[config.mk]
export PLATFORM = sky130hd
export DESIGN_NAME = bram_port_arbiter
export DESIGN_NICKNAME = d
export VERILOG_FILES = /design/src/rtl/bram_port_arbiter.sv
export SDC_FILE = /design/constraint.sdc
export NUM_CORES = 1
export LEC_CHECK = 0
export CORE_AREA = 2 2 39 41
export CTS_BUF_LIST = sky130_fd_sc_hd__clkbuf_4 sky130_fd_sc_hd__clkbuf_8
export CTS_CLUSTER_DIAMETER = 150
export DETAILED_ROUTE_END_ITERATION = 10
export DIE_AREA = 0 0 41 43
export PLACE_DENSITY = 0.48
export SLEW_MARGIN = 20
export SYNTH_ARGS = -nofsm -noshare
export SYNTH_HDL_FRONTEND = slang
export SYNTH_SLANG_ARGS = --single-unit
export TNS_END_PERCENT = 100
[constraint.sdc]
create_clock -name clk -period 3.1 [get_ports clk]
set_clock_uncertainty 0.15 [all_clocks]
set_input_delay 0.775 -clock clk [delete_from_list [all_inputs] [get_ports clk]]
set_output_delay 0.775 -clock clk [all_outputs]
set_load 0.02 [all_outputs]
[src/rtl/bram_port_arbiter.sv]
// Round-robin arbiter that shares one BRAM port between two requesters and
// steers read data back to the issuer through a latency-matched id pipe.
module bram_port_arbiter #(
  parameter int PIPELINED  = 0,
  parameter int ADDR_WIDTH = 1,
  parameter int DATA_WIDTH = 1
) (
  input  logic                  clk,
  input  logic                  rst_n,
  input  logic                  req0_valid,
  output logic                  req0_ready,
  input  logic                  req0_write,
  input  logic [ADDR_WIDTH-1:0] req0_addr,
  input  logic [DATA_WIDTH-1:0] req0_wdata,
  output logic                  rsp0_valid,
  output logic [DATA_WIDTH-1:0] rsp0_data,
  input  logic                  req1_valid,
  output logic                  req1_ready,
  input  logic                  req1_write,
  input  logic [ADDR_WIDTH-1:0] req1_addr,
  input  logic [DATA_WIDTH-1:0] req1_wdata,
  output logic                  rsp1_valid,
  output logic [DATA_WIDTH-1:0] rsp1_data,
  output logic                  bram_en,
  output logic                  bram_we,
  output logic [ADDR_WIDTH-1:0] bram_addr,
  output logic [DATA_WIDTH-1:0] bram_di,
  input  logic [DATA_WIDTH-1:0] bram_do
);

  localparam int LAT = (PIPELINED != 0) ? 2 : 1;

  logic           last_gnt_r;
  logic           grant0_s;
  logic           grant1_s;
  logic           any_grant_s;
  logic           gnt_id_s;
  logic           rd_issue_s;
  logic [LAT-1:0] pipe_valid_r;
  logic [LAT-1:0] pipe_id_r;

  // Grant selection: a lone requester always wins, a conflict goes to !last_gnt_r.
  always_comb begin
    grant0_s = 1'b0;
    grant1_s = 1'b0;
    if (!rst_n) begin
      grant0_s = 1'b0;
      grant1_s = 1'b0;
    end else if (req0_valid && req1_valid) begin
      grant0_s = last_gnt_r;
      grant1_s = !last_gnt_r;
    end else begin
      grant0_s = req0_valid;
      grant1_s = req1_valid;
    end
  end

  assign any_grant_s = grant0_s | grant1_s;
  assign gnt_id_s    = grant1_s;
  assign req0_ready  = grant0_s;
  assign req1_ready  = grant1_s;

  // BRAM port mux; idle cycles park addr/di on requester 0.
  always_comb begin
    bram_en    = any_grant_s;
    bram_we    = 1'b0;
    bram_addr  = req0_addr;
    bram_di    = req0_wdata;
    rd_issue_s = 1'b0;
    if (grant1_s) begin
      bram_we   = req1_write;
      bram_addr = req1_addr;
      bram_di   = req1_wdata;
    end else if (grant0_s) begin
      bram_we   = req0_write;
      bram_addr = req0_addr;
      bram_di   = req0_wdata;
    end else begin
      bram_we   = 1'b0;
    end
    rd_issue_s = any_grant_s && !bram_we;
  end

  // Round-robin history; reset value makes requester 0 win the first conflict.
  always_ff @(posedge clk or negedge rst_n) begin
    if (!rst_n) begin
      last_gnt_r <= 1'b1;
    end else if (any_grant_s) begin
      last_gnt_r <= gnt_id_s;
    end else begin
      last_gnt_r <= last_gnt_r;
    end
  end

  // Read-tracking pipe, as deep as the BRAM read latency.
  always_ff @(posedge clk or negedge rst_n) begin
    if (!rst_n) begin
      pipe_valid_r <= {LAT{1'b0}};
      pipe_id_r    <= {LAT{1'b0}};
    end else begin
      pipe_valid_r[0] <= rd_issue_s;
      pipe_id_r[0]    <= gnt_id_s;
      for (int i = 1; i < LAT; i++) begin
        pipe_valid_r[i] <= pipe_valid_r[i-1];
        pipe_id_r[i]    <= pipe_id_r[i-1];
      end
    end
  end

  assign rsp0_valid = pipe_valid_r[LAT-1] && !pipe_id_r[LAT-1];
  assign rsp1_valid = pipe_valid_r[LAT-1] &&  pipe_id_r[LAT-1];
  assign rsp0_data  = bram_do;
  assign rsp1_data  = bram_do;

endmodule
==> metrics.txt <==
# TYPE chip_impl_metric gauge
chip_impl_info{name="status",value="finished, final reports clean"} 1
chip_impl_metric{name="synthCells",unit=""} 26
chip_impl_metric{name="clkPwrFrac",unit=""} 0.426
chip_impl_metric{name="dp_worst_setup_slack",unit="ps"} -131
chip_impl_metric{name="vias",unit=""} 258
chip_impl_metric{name="critical_path.max_stage_delay",unit="ps"} 600
chip_impl_metric{name="max_cap_viol_count",unit=""} 0
chip_impl_info{name="cp-end-kind",value="output pin"} 1
chip_impl_metric{name="synth-seq-cells",unit=""} 3
chip_impl_metric{name="dieArea",unit="sq um"} 1760
chip_impl_metric{name="internal_power",unit="uW"} 134
chip_impl_metric{name="finalMaxSlewViolations",unit=""} 0
chip_impl_metric{name="synth_sequential_area_ratio",unit=""} 0.359
chip_impl_info{name="cp_cell_sequence",value="clkdlybuf4s50_1 -> nand3_2 -> inv_1 -> clkdlybuf4s50_1"} 1
chip_impl_metric{name="global_route.usage.met2",unit=""} 0.0938
chip_impl_metric{name="count_of_flip_flops_with_a_built_in_enable_after_synthesis",unit=""} 0
chip_impl_metric{name="setup-violations-final",unit=""} 0
chip_impl_metric{name="core.rowCount",unit=""} 14
chip_impl_metric{name="yosysWarningCount",unit=""} 0
chip_impl_info{name="cts_tree",value="built"} 1
chip_impl_metric{name="grt_pass1_vias",unit=""} 223
chip_impl_metric{name="timing.final.ws_setup",unit="ps"} 84.5
chip_impl_metric{name="core_area",unit="sq um"} 1380
chip_impl_metric{name="cts_setup_buffers",unit=""} 0
chip_impl_metric{name="remaining_drc_errors",unit=""} 0
chip_impl_metric{name="grt.overflow.total",unit=""} 0
chip_impl_metric{name="placed_area",unit="sq um"} 433
chip_impl_metric{name="synth_area_per_cell",unit="sq um"} 8.18
chip_impl_info{name="synth.cells.most_frequent",value="sky130_fd_sc_hd__nand2_1 (4), sky130_fd_sc_hd__inv_1 (3), sky130_fd_sc_hd__nor2_1 (3)"} 1
chip_impl_metric{name="post_synth_instance_area",unit="sq um"} 213
chip_impl_metric{name="pwr-share-seq",unit=""} 0.267
chip_impl_metric{name="crit_arrival",unit="ps"} 2090
chip_impl_info{name="hold_path.class",value="reg2reg"} 1
chip_impl_metric{name="clk_latency",unit="ps"} 230
chip_impl_metric{name="vias_per_cell",unit=""} 3.85
chip_impl_info{name="clock_root_buffer_master",value="sky130_fd_sc_hd__clkbuf_4"} 1
chip_impl_metric{name="p_leak",unit="uW"} 0.000222
chip_impl_metric{name="critPathBufInv",unit=""} 3
chip_impl_metric{name="final_cell_area",unit="sq um"} 457
chip_impl_metric{name="detailedPlacementHpwl",unit="um"} 449
chip_impl_metric{name="async_flop_share",unit=""} 1.00
chip_impl_metric{name="antenna_cells_inserted",unit=""} 0
chip_impl_metric{name="die-width",unit="um"} 41
chip_impl_metric{name="power.switching_fraction",unit=""} 0.271
chip_impl_metric{name="grt_util_all_layers",unit=""} 0.0804
chip_impl_metric{name="cts_hold_buf",unit=""} 0
chip_impl_metric{name="timing.final.crit_share",unit=""} 0.973
chip_impl_metric{name="syn_to_final_growth",unit="%"} 115
chip_impl_metric{name="port_buffers",unit=""} 17
chip_impl_metric{name="gr-usage-met1",unit=""} 0.0903
chip_impl_metric{name="cp_max_fo",unit=""} 3
chip_impl_metric{name="path_clk_slew",unit="ps"} 40
chip_impl_metric{name="fin_total_pwr",unit="uW"} 184
chip_impl_info{name="critical-path-top-delay-family",value="buffers and inverters"} 1
chip_impl_metric{name="cp.required",unit="ps"} 2170
chip_impl_metric{name="synth.distinct_cells",unit=""} 16
chip_impl_info{name="yosysTopAreaCell",value="sky130_fd_sc_hd__dfrtp_1"} 1
chip_impl_metric{name="cts_buffers",unit=""} 3
chip_impl_metric{name="p_switching",unit="uW"} 49.9
chip_impl_metric{name="route.final.wire_length",unit="um"} 545
chip_impl_metric{name="cts_num_sinks",unit=""} 3
chip_impl_metric{name="io_pins",unit=""} 21
chip_impl_metric{name="cts-resized-gates",unit=""} 5
chip_impl_info{name="synthMostInstantiatedCell",value="sky130_fd_sc_hd__nand2_1"} 1
chip_impl_metric{name="ant_nets",unit=""} 0
chip_impl_metric{name="initial_antenna_violation_count",unit=""} 0
chip_impl_metric{name="drt-wirelength-per-cell",unit="um"} 8.13
chip_impl_metric{name="post_route_cells_drive_above_1_share",unit=""} 0.235
chip_impl_info{name="synth_ff_type",value="sky130_fd_sc_hd__dfrtp_1"} 1
chip_impl_info{name="crit_slowest_cell",value="sky130_fd_sc_hd__clkdlybuf4s50_1"} 1
chip_impl_metric{name="synth_top_area_share",unit=""} 0.235
chip_impl_metric{name="hold_slack",unit="ps"} 386
chip_impl_metric{name="detail_route.iter0.violations",unit=""} 4
chip_impl_metric{name="max_slew_margin",unit=""} 0.846
chip_impl_metric{name="initial_utilization",unit=""} 0.154
chip_impl_metric{name="worstMarginPinSlew",unit="ps"} 229
chip_impl_metric{name="pin_count_of_the_biggest_net_entering_global_routing",unit=""} 7
chip_impl_info{name="grt_setup_unrepaired",value="false"} 1
chip_impl_info{name="leading_cell_types_by_total_area_after_synthesis",value="sky130_fd_sc_hd__dfrtp_1 (24%), sky130_fd_sc_hd__dfstp_2 (12%), sky130_fd_sc_hd__mux2_1 (11%)"} 1
chip_impl_info{name="setup.worst_path.class",value="in2out"} 1
chip_impl_metric{name="combinationalPowerShare",unit=""} 0.307
chip_impl_info{name="worstSetupStartpointType",value="input pin"} 1
chip_impl_metric{name="groute.layer.met3.usage",unit=""} 0.0524
chip_impl_metric{name="ctsLongestPathBuffers",unit=""} 2
chip_impl_metric{name="grt_pass1_wl",unit="um"} 903
chip_impl_metric{name="final-hold-violation-count",unit=""} 0
chip_impl_info{name="critical-path-top-cell-by-count",value="sky130_fd_sc_hd__clkdlybuf4s50_1"} 1
chip_impl_metric{name="fin_crit",unit="ps"} 3020
chip_impl_metric{name="die_y",unit="um"} 43
chip_impl_metric{name="power.ir.vdd_worst",unit="mV"} 0.139
chip_impl_metric{name="nets",unit=""} 63
chip_impl_info{name="gr-max-usage-layer",value="met2"} 1
chip_impl_metric{name="max_clock_freq",unit="MHz"} 332
chip_impl_metric{name="first_pass_iteration_count_of_the_detailed_router",unit=""} 4
chip_impl_metric{name="cts_htree_levels",unit=""} 1
chip_impl_metric{name="synth_nets",unit=""} 37
chip_impl_metric{name="power_density",unit="nW/um^2"} 403
chip_impl_metric{name="gpl.final_weighted_congestion",unit=""} 0.692
==> state kept, by name, summed over array words and instances (netlist names) <==
| signal | flops |
|---|---|
| last_gnt_r | 1 |
| pipe_id_r | 1 |
| pipe_valid_r | 1 |
==> cell usage in the layout (no fill, tap or decap) <==
cell / netlist / final
sky130_fd_sc_hd__clkdlybuf4s50_1: 0 / 12
sky130_fd_sc_hd__buf_4: 2 / 6
sky130_fd_sc_hd__dlygate4sd2_1: 0 / 5
sky130_fd_sc_hd__nand2_1: 4 / 4
sky130_fd_sc_hd__clkbuf_4: 0 / 4
sky130_fd_sc_hd__inv_1: 3 / 3
sky130_fd_sc_hd__nor2_1: 3 / 3
sky130_fd_sc_hd__mux2_1: 2 / 2
sky130_fd_sc_hd__dfrtp_1: 2 / 2
sky130_fd_sc_hd__nand3_2: 1 / 1
sky130_fd_sc_hd__o21ai_1: 1 / 1
sky130_fd_sc_hd__o22ai_1: 1 / 1
sky130_fd_sc_hd__or2b_1: 1 / 1
sky130_fd_sc_hd__o32ai_1: 1 / 1
sky130_fd_sc_hd__nor2b_1: 1 / 1
sky130_fd_sc_hd__and2_1: 1 / 1
sky130_fd_sc_hd__a21oi_1: 1 / 1
sky130_fd_sc_hd__a31oi_1: 1 / 1
sky130_fd_sc_hd__dfstp_2: 1 / 1
==> final timing paths <==
check | from | to | slack (ps) | depth (start not counted)
worst max-delay path | rst_n | req1_ready | 80 | 4
worst min-delay path | last_gnt_r$_DFFE_PN1P_ | last_gnt_r$_DFFE_PN1P_ | 390 | 2
worst max register to register | last_gnt_r$_DFFE_PN1P_ | pipe_valid_r$_DFF_PN0_ | 1900 | 4
worst min register to register | last_gnt_r$_DFFE_PN1P_ | last_gnt_r$_DFFE_PN1P_ | 390 | 2
max in group asynchronous | rst_n | last_gnt_r$_DFFE_PN1P_ | 1890 | 2
min in group asynchronous | rst_n | pipe_valid_r$_DFF_PN0_ | 730 | 2
==> power groups by stage <==
stage / Clock, uW / Combinational (uW) / Sequential, uW
6_report: 78.4 / 56.6 / 49.1
5_1_grt: 86.1 / 62.1 / 49.7
4_1_cts: 83.2 / 57.5 / 49.1
3_5_place_dp: 0 / 60.9 / 49.6
3_3_place_gp: 0 / 61.1 / 49.6
2_1_floorplan: 0 / 28.1 / 48.7
==> layer usage <==
metal  up-vias  share of wire  routed length (um)
li1        137              -                   -
met1       110           0.42                 227
met2        11           0.45                 246
met3         0           0.13                  71
met4         0              0                   0
met5         -              0                   0
==> through the flow <==
step / utilization / TNS [ps] / cells
2_1_floorplan: - / 0 / 26
3_3_place_gp: 0.313 / -461 / 63
3_5_place_dp: 0.313 / -412 / 63
4_1_cts: 0.330 / 0 / 67
5_1_grt: 0.330 / 0 / 67
6_report: 0.330 / 0 / 67
==> layout make-up <==
type,instances,area [sq um]
clock buffer,4,30.0
fill,156,927
inverter,3,11.3
multi-input combinational,18,110
sequential,3,76.3
tap,16,20.0
timing repair buffer,23,209
==> worst register-to-register path, delay by kind of cell (launching register included) <==
kind,cells,cell delay [ps]
buffers and inverters,1,130
and+or+nand+nor,2,160
AOI/OAI and AO/OA,1,80
DFF,1,550
==> kinds of logic (layout without fill, tap and decap cells) <==
logic type	after synthesis	in the layout	synth area share
and+or+nand+nor	11	11	0.265
buffers and inverters	5	30	0.124
AOI/OAI and AO/OA	5	5	0.147
DFF	3	3	0.359
muxes	2	2	0.106
Note: power is estimated with default switching activity, not from simulation.
